==> config.mk <==
export PLATFORM = sky130hd
export DESIGN_NAME = mem_channel_arbiter_flat
export DESIGN_NICKNAME = d
export VERILOG_FILES = /design/src/rtl/mem_channel_arbiter_if.sv /design/src/rtl/mem_channel_arbiter.sv /design/src/flat_wrapper.sv
export SDC_FILE = /design/constraint.sdc
export NUM_CORES = 1
export LEC_CHECK = 0
export ABC_AREA = 1
export CAP_MARGIN = 20
export CORE_UTILIZATION = 42
export DETAILED_ROUTE_END_ITERATION = 7
export PLACE_DENSITY_LB_ADDON = 0.08
export SLEW_MARGIN = 25
export SYNTH_ARGS = -nofsm -noshare
export SYNTH_HDL_FRONTEND = slang
export SYNTH_SLANG_ARGS = --single-unit
==> constraint.sdc <==
create_clock -name clock -period 2.1 [get_ports clock]
set_clock_uncertainty 0.2 [all_clocks]
set_input_delay 0.42 -clock clock [delete_from_list [all_inputs] [get_ports clock]]
set_output_delay 0.42 -clock clock [all_outputs]
set_load 0.05 [all_outputs]
==> src/rtl/mem_channel_arbiter_if.sv <==
// mem_channel_arbiter_if: two-channel requester bus plus single-port memory bus
interface mem_channel_arbiter_if #(
  parameter int ADDR_W = 7,
  parameter int DATA_W = 8,
  parameter int SIZE_W = 4
);
  logic [1:0] ch_oe;
  logic [1:0] ch_we;
  logic [2*ADDR_W-1:0] ch_addr;
  logic [2*DATA_W-1:0] ch_wdata;
  logic [2*SIZE_W-1:0] ch_size;
  logic [2*DATA_W-1:0] ch_rdata;
  logic [1:0] ch_rdy;
  logic mem_oe;
  logic mem_we;
  logic [ADDR_W-1:0] mem_addr;
  logic [DATA_W-1:0] mem_wdata;
  logic [DATA_W-1:0] mem_mask;
  logic [DATA_W-1:0] mem_rdata;
  logic busy;
  logic err_both;
  modport master (
    output ch_oe, ch_we, ch_addr, ch_wdata, ch_size, mem_rdata,
    input ch_rdata, ch_rdy, mem_oe, mem_we, mem_addr, mem_wdata, mem_mask, busy, err_both
  );
  modport slave (
    input ch_oe, ch_we, ch_addr, ch_wdata, ch_size, mem_rdata,
    output ch_rdata, ch_rdy, mem_oe, mem_we, mem_addr, mem_wdata, mem_mask, busy, err_both
  );
endinterface

==> src/rtl/mem_channel_arbiter.sv <==
// mem_channel_arbiter: round-robin arbiter of two Bambu memory channels onto one fixed-latency memory
module mem_channel_arbiter #(
  parameter int ADDR_W = 7,
  parameter int DATA_W = 8,
  parameter int SIZE_W = 4,
  parameter int BASE = 0,
  parameter int DEPTH = 32,
  parameter int READ_LAT = 2,
  parameter int WRITE_LAT = 1
) (
  input logic clock,
  input logic reset,
  mem_channel_arbiter_if.slave bus
);
  typedef enum logic [1:0] {IDLE, ISSUE, WAIT, DONE} state_t;
  localparam logic [ADDR_W:0] LO = (ADDR_W+1)'(BASE);
  localparam logic [ADDR_W:0] SPAN = (ADDR_W+1)'(DEPTH);
  state_t state, state_nx;
  logic [1:0] req;
  logic gnt, g, last_grant, we_q, err_q, in_range, lat_hit;
  logic [ADDR_W-1:0] sel_addr, addr_q;
  logic [ADDR_W:0] off;
  logic [DATA_W-1:0] wdata_q, data_q, mask;
  logic [SIZE_W-1:0] size_q;
  logic [7:0] cnt, lat;
  assign req = (bus.ch_oe ^ bus.ch_we) & {2{~err_q}};
  assign gnt = &req ? ~last_grant : req[1];
  assign sel_addr = gnt ? bus.ch_addr[ADDR_W +: ADDR_W] : bus.ch_addr[0 +: ADDR_W];
  // Subtracting at ADDR_W+1 bits makes addresses below BASE wrap high, so one compare covers both bounds
  assign off = {1'b0, sel_addr} - LO;
  assign in_range = off < SPAN;
  assign lat = we_q ? 8'(WRITE_LAT) : 8'(READ_LAT);
  assign lat_hit = state == ISSUE ? lat == 8'd1 : cnt == lat - 8'd1;
  assign mask = int'(size_q) >= DATA_W ? {DATA_W{1'b1}} : ~({DATA_W{1'b1}} << size_q);
  always_ff @(posedge clock) begin
    if (reset) begin
      state <= IDLE;
      cnt <= '0;
      last_grant <= 1'b1;
      g <= 1'b0;
      err_q <= 1'b0;
      we_q <= 1'b0;
      addr_q <= '0;
      wdata_q <= '0;
      size_q <= '0;
      data_q <= '0;
    end else begin
      state <= state_nx;
      cnt <= state == ISSUE ? 8'd1 : state == WAIT ? cnt + 8'd1 : 8'd0;
      if (state == IDLE && |(bus.ch_oe & bus.ch_we)) err_q <= 1'b1;
      if (state == IDLE && |req) begin
        g <= gnt;
        last_grant <= gnt;
        we_q <= gnt ? bus.ch_we[1] : bus.ch_we[0];
        addr_q <= off[ADDR_W-1:0];
        wdata_q <= gnt ? bus.ch_wdata[DATA_W +: DATA_W] : bus.ch_wdata[0 +: DATA_W];
        size_q <= gnt ? bus.ch_size[SIZE_W +: SIZE_W] : bus.ch_size[0 +: SIZE_W];
        data_q <= '0;
      end
      if ((state == ISSUE || state == WAIT) && lat_hit && !we_q) data_q <= bus.mem_rdata;
    end
  end
  always_comb begin
    state_nx = state == IDLE ? (|req ? (in_range ? ISSUE : DONE) : IDLE)
             : state == DONE ? IDLE
             : lat_hit ? DONE : WAIT;
    bus.mem_oe = state == ISSUE && !we_q;
    bus.mem_we = state == ISSUE && we_q;
    bus.mem_addr = state == ISSUE ? addr_q : '0;
    bus.mem_wdata = state == ISSUE && we_q ? wdata_q : '0;
    bus.mem_mask = state == ISSUE && we_q ? mask : '0;
    bus.ch_rdy = state == DONE ? (g ? 2'b10 : 2'b01) : 2'b00;
    bus.ch_rdata = state == DONE ? (g ? {data_q, {DATA_W{1'b0}}} : {{DATA_W{1'b0}}, data_q}) : '0;
    bus.busy = state != IDLE;
    bus.err_both = err_q;
  end
endmodule

==> src/flat_wrapper.sv <==
// flat-port wrapper written by rule: the top's interface ports become plain ports
module mem_channel_arbiter_flat 
#(
  parameter int ADDR_W = 7,
  parameter int DATA_W = 8,
  parameter int SIZE_W = 4,
  parameter int BASE = 0,
  parameter int DEPTH = 32,
  parameter int READ_LAT = 2,
  parameter int WRITE_LAT = 1
)
  (clock, reset, bus_ch_oe, bus_ch_we, bus_ch_addr, bus_ch_wdata, bus_ch_size, bus_mem_rdata, bus_ch_rdata, bus_ch_rdy, bus_mem_oe, bus_mem_we, bus_mem_addr, bus_mem_wdata, bus_mem_mask, bus_busy, bus_err_both);
  mem_channel_arbiter_if #(.ADDR_W(ADDR_W), .DATA_W(DATA_W), .SIZE_W(SIZE_W)) bus_i ();
  input logic clock;
  input logic reset;
  input wire logic [$bits(bus_i.ch_oe)-1:0] bus_ch_oe;
  input wire logic [$bits(bus_i.ch_we)-1:0] bus_ch_we;
  input wire logic [$bits(bus_i.ch_addr)-1:0] bus_ch_addr;
  input wire logic [$bits(bus_i.ch_wdata)-1:0] bus_ch_wdata;
  input wire logic [$bits(bus_i.ch_size)-1:0] bus_ch_size;
  input wire logic [$bits(bus_i.mem_rdata)-1:0] bus_mem_rdata;
  output wire logic [$bits(bus_i.ch_rdata)-1:0] bus_ch_rdata;
  output wire logic [$bits(bus_i.ch_rdy)-1:0] bus_ch_rdy;
  output wire logic [$bits(bus_i.mem_oe)-1:0] bus_mem_oe;
  output wire logic [$bits(bus_i.mem_we)-1:0] bus_mem_we;
  output wire logic [$bits(bus_i.mem_addr)-1:0] bus_mem_addr;
  output wire logic [$bits(bus_i.mem_wdata)-1:0] bus_mem_wdata;
  output wire logic [$bits(bus_i.mem_mask)-1:0] bus_mem_mask;
  output wire logic [$bits(bus_i.busy)-1:0] bus_busy;
  output wire logic [$bits(bus_i.err_both)-1:0] bus_err_both;
  assign bus_i.ch_oe = bus_ch_oe;
  assign bus_i.ch_we = bus_ch_we;
  assign bus_i.ch_addr = bus_ch_addr;
  assign bus_i.ch_wdata = bus_ch_wdata;
  assign bus_i.ch_size = bus_ch_size;
  assign bus_i.mem_rdata = bus_mem_rdata;
  assign bus_ch_rdata = bus_i.ch_rdata;
  assign bus_ch_rdy = bus_i.ch_rdy;
  assign bus_mem_oe = bus_i.mem_oe;
  assign bus_mem_we = bus_i.mem_we;
  assign bus_mem_addr = bus_i.mem_addr;
  assign bus_mem_wdata = bus_i.mem_wdata;
  assign bus_mem_mask = bus_i.mem_mask;
  assign bus_busy = bus_i.busy;
  assign bus_err_both = bus_i.err_both;
  mem_channel_arbiter #(.ADDR_W(ADDR_W), .DATA_W(DATA_W), .SIZE_W(SIZE_W), .BASE(BASE), .DEPTH(DEPTH), .READ_LAT(READ_LAT), .WRITE_LAT(WRITE_LAT)) u_core (.clock(clock), .reset(reset), .bus(bus_i));
endmodule
==> results.txt <==
placed cell areas = 3874 µm²
Crit-path slowest cell = dfxtp_4
vias = 2523
top-area cell type share of the netlist area = 38.34%
leakage power = 1.630 nW
setup violators final = 10
pwr/cell area = 955.5 nW/µm²
Gate power share = 52.8%
min-delay worst type = flop to flop
RSZ-0062 raised after global routing = yes
Buffers on Ports = 96
H-tree Lvls = 2
failing checks = negative setup slack
most frequent cells in the layout = clkdlybuf4s50_1 (51), buf_12 (47), inv_1 (45)
antenna cells = 0
Slew Viols, Final = 0
number of synthesized register bits = 41
Die H = 73.40 µm
Fin Setup TNS = -0.3104 ns
WS Path Type = flop to output port
Cells after DPL = 484
post-layout net count = 488
syn_area_per_cell = 6.796 µm²
Crit path largest cell delay = 0.37 ns
maximum vdd drop = 600.4 µV
clock tree sinks = 41
Filler Cell Count = 289
largest net degree at the start of global routing = 21
CTS buffer count = 5
fin crit share = 102.6%
hold_sp = u_core.data_q[7]$_SDFFE_PP0P_
Buf/Inv on CP = 3
core box area = 4817 µm²
syn_nets = 374
post-synthesis cell count = 315
initial core utilization = 44.44%
row count = 25
Critical Path Source Type = flop
Cell Chain, Critical Path = inv_4 -> ha_4 -> nand2_8 -> nor2_4 -> inv_2 -> a21oi_4 -> o21a_4 -> buf_12
Multi-input gate area = 1251 µm²
TritonRoute pass-1 iters = 4
cell family with most CP delay = flip-flops
minimum clock period = 2.154 ns
Max Freq = 0.4643 GHz
Netlist Area Pre-Place = 2141 µm²
Final HPWL DP = 4.976 mm
total power = 3.915 mW
layout cells sized above 1 = 29.53%
CP arrival = 1.53 ns
non-filler cells, final = 497
sw power = 1.677 mW
Clock Latency Late Sink = 0.29 ns
Clock Tree Root = clkbuf_8
hold path depth = 2
Clk pwr share = 16.9%
max cap viols = 0
critical path depth = 8
synth warn = 0
Die Footprint = 5387 µm²
Syn-to-layout area delta = 91.41%
slack of the critical path = -0.05360 ns
CP Launch Point = u_core.state[1]$_SDFF_PP0_
worst rel slew slack = 77.06%
synth top area cells = dfxtp_1 (38%), inv_1 (8.6%), nor2_1 (8.1%)
first-pass GRT wire length = 10.70 mm
Sequential Power Share = 30.3%
chip width = 73.40 µm
GRT Util Overall = 25.91%
leading area contributor after synthesis = dfxtp_1
Data required, critical path = 1.48 ns
total congestion overflow = 0
number of global-route vias before repair = 2423
Post-DRT Antenna Nets = 0
hold buffers post-CTS = 0
CTS tree = done
Max clock buf depth = 2
Crit. End Element = output port
synth unique cells = 25
Crit Path Max Fanout = 4
Worst-Margin Slew = 0.3437 ns
DRC viols = 0
worst r2r path cells = 8
launch point of the worst reg-to-reg path = u_core.state[1]$_SDFF_PP0_
drt initial violations = 95
drt total wl = 6.907 mm
via/cell ratio = 5.076
Pint = 2.238 mW
antenna violations before repair = 0
boundary pin count = 97
Final Hold Violating Endpoints = 0
status = finished with violations
register area share after synthesis = 38.34%
routed len/inst = 13.90 µm
register area = 828.3 µm²
fin area = 4098 µm²
switching fraction of total power = 42.84%
GP Congestion = 0.7729
commonest non-fill, non-tap cell in the layout = clkdlybuf4s50_1
clock slew at reported path FFs = 0.08 ns
Place WS = -0.2031 ns
==> power groups by stage <==
stage | combinational [mW] | sequential [mW] | clock (mW)
2_1_floorplan | 1.17 | 1.14 | 0
3_3_place_gp | 1.89 | 1.15 | 0
3_5_place_dp | 1.94 | 1.16 | 0
4_1_cts | 1.99 | 1.16 | 0.662
5_1_grt | 2.22 | 1.21 | 0.706
6_report | 2.07 | 1.19 | 0.660
==> path summary, 6_finish.rpt <==
check,endpoint,slack (ns)
max,bus_mem_mask[6],-0.05
min,u_core.data_q[7]$_SDFFE_PP0P_,0.29
max reg2reg,u_core.data_q[6]$_SDFFE_PP0P_,0.16
min reg2reg,u_core.data_q[7]$_SDFFE_PP0P_,0.29
==> what timing repair did <==
action                     4_1_cts  5_1_grt
pin swaps                        8        7
gates resized for setup          8        9
setup endpoints to repair       18       29
buffers inserted                 3        2
==> layer usage <==
layer | track usage, % | vias to the layer above | part of all wire, %
met5 | 0 | - | 0
met4 | 8.974 | 0 | 1.8
met3 | 6.173 | 11 | 5.6
met2 | 46.50 | 76 | 52
met1 | 30.01 | 1184 | 40
li1 | - | 1252 | -
==> cells in the mapped netlist <==
| cell type | instances |
|---|---|
| inv_1 | 49 |
| nor2_1 | 46 |
| dfxtp_1 | 41 |
| nand2_1 | 37 |
| a21oi_1 | 33 |
| o21ai_0 | 19 |
| nand3_1 | 16 |
| nor3_1 | 14 |
| o22ai_1 | 13 |
| nand4_1 | 8 |
| ha_1 | 7 |
| inv_2 | 5 |
| buf_4 | 4 |
| clkbuf_1 | 4 |
| nor2_2 | 4 |
| buf_2 | 3 |
| nand2_2 | 2 |
| nor2_4 | 2 |
| o21ai_1 | 2 |
| a21oi_2 | 1 |
| buf_1 | 1 |
| nand3_2 | 1 |
| o21a_1 | 1 |
| o21ai_2 | 1 |
| o31ai_1 | 1 |
==> cell families after synthesis <==
| group | share of synthesized area, % |
|---|---|
| buf+inv | 12.45 |
| flops | 38.34 |
| fa+ha+maj | 4.091 |
| compound gates | 17.94 |
| simple gates | 27.18 |
==> layout make-up <==
type / count / area share (%)
inverter: 54 / 5.099
multi-input combinational: 208 / 30.53
timing repair buffer: 119 / 39.27
clock inverter: 1 / 0.7328
sequential: 41 / 20.21
clock buffer: 7 / 2.107
tap: 67 / 2.046
==> per-stage QoR <==
| stage | hold WS (ns) | util [%] |
|---|---|---|
| global route | 0.3119 | 85.06 |
| CTS | 0.2746 | 83.84 |
| floorplan | 0.2287 | - |
| global placement | 0.2535 | 80.42 |
| detailed placement | 0.2645 | 80.42 |
| finish | 0.2854 | 85.06 |
==> flip-flops by register name, summed over array words and instances (netlist names) <==
name and cells:
u_core.cnt 8, u_core.last_grant 1, u_core.bus.err_both 1, u_core.g 1, u_core.addr_q 7, u_core.data_q 8, u_core.we_q 1, u_core.state 2
u_core.size_q 4, u_core.wdata_q 8
==> worst min-delay path, stage by stage, from the launching register on <==
cell     delay [ns]
dfxtp_1        0.31
nand3_1        0.07
a21oi_1        0.05
Note: power is estimated with default switching activity, not from simulation.
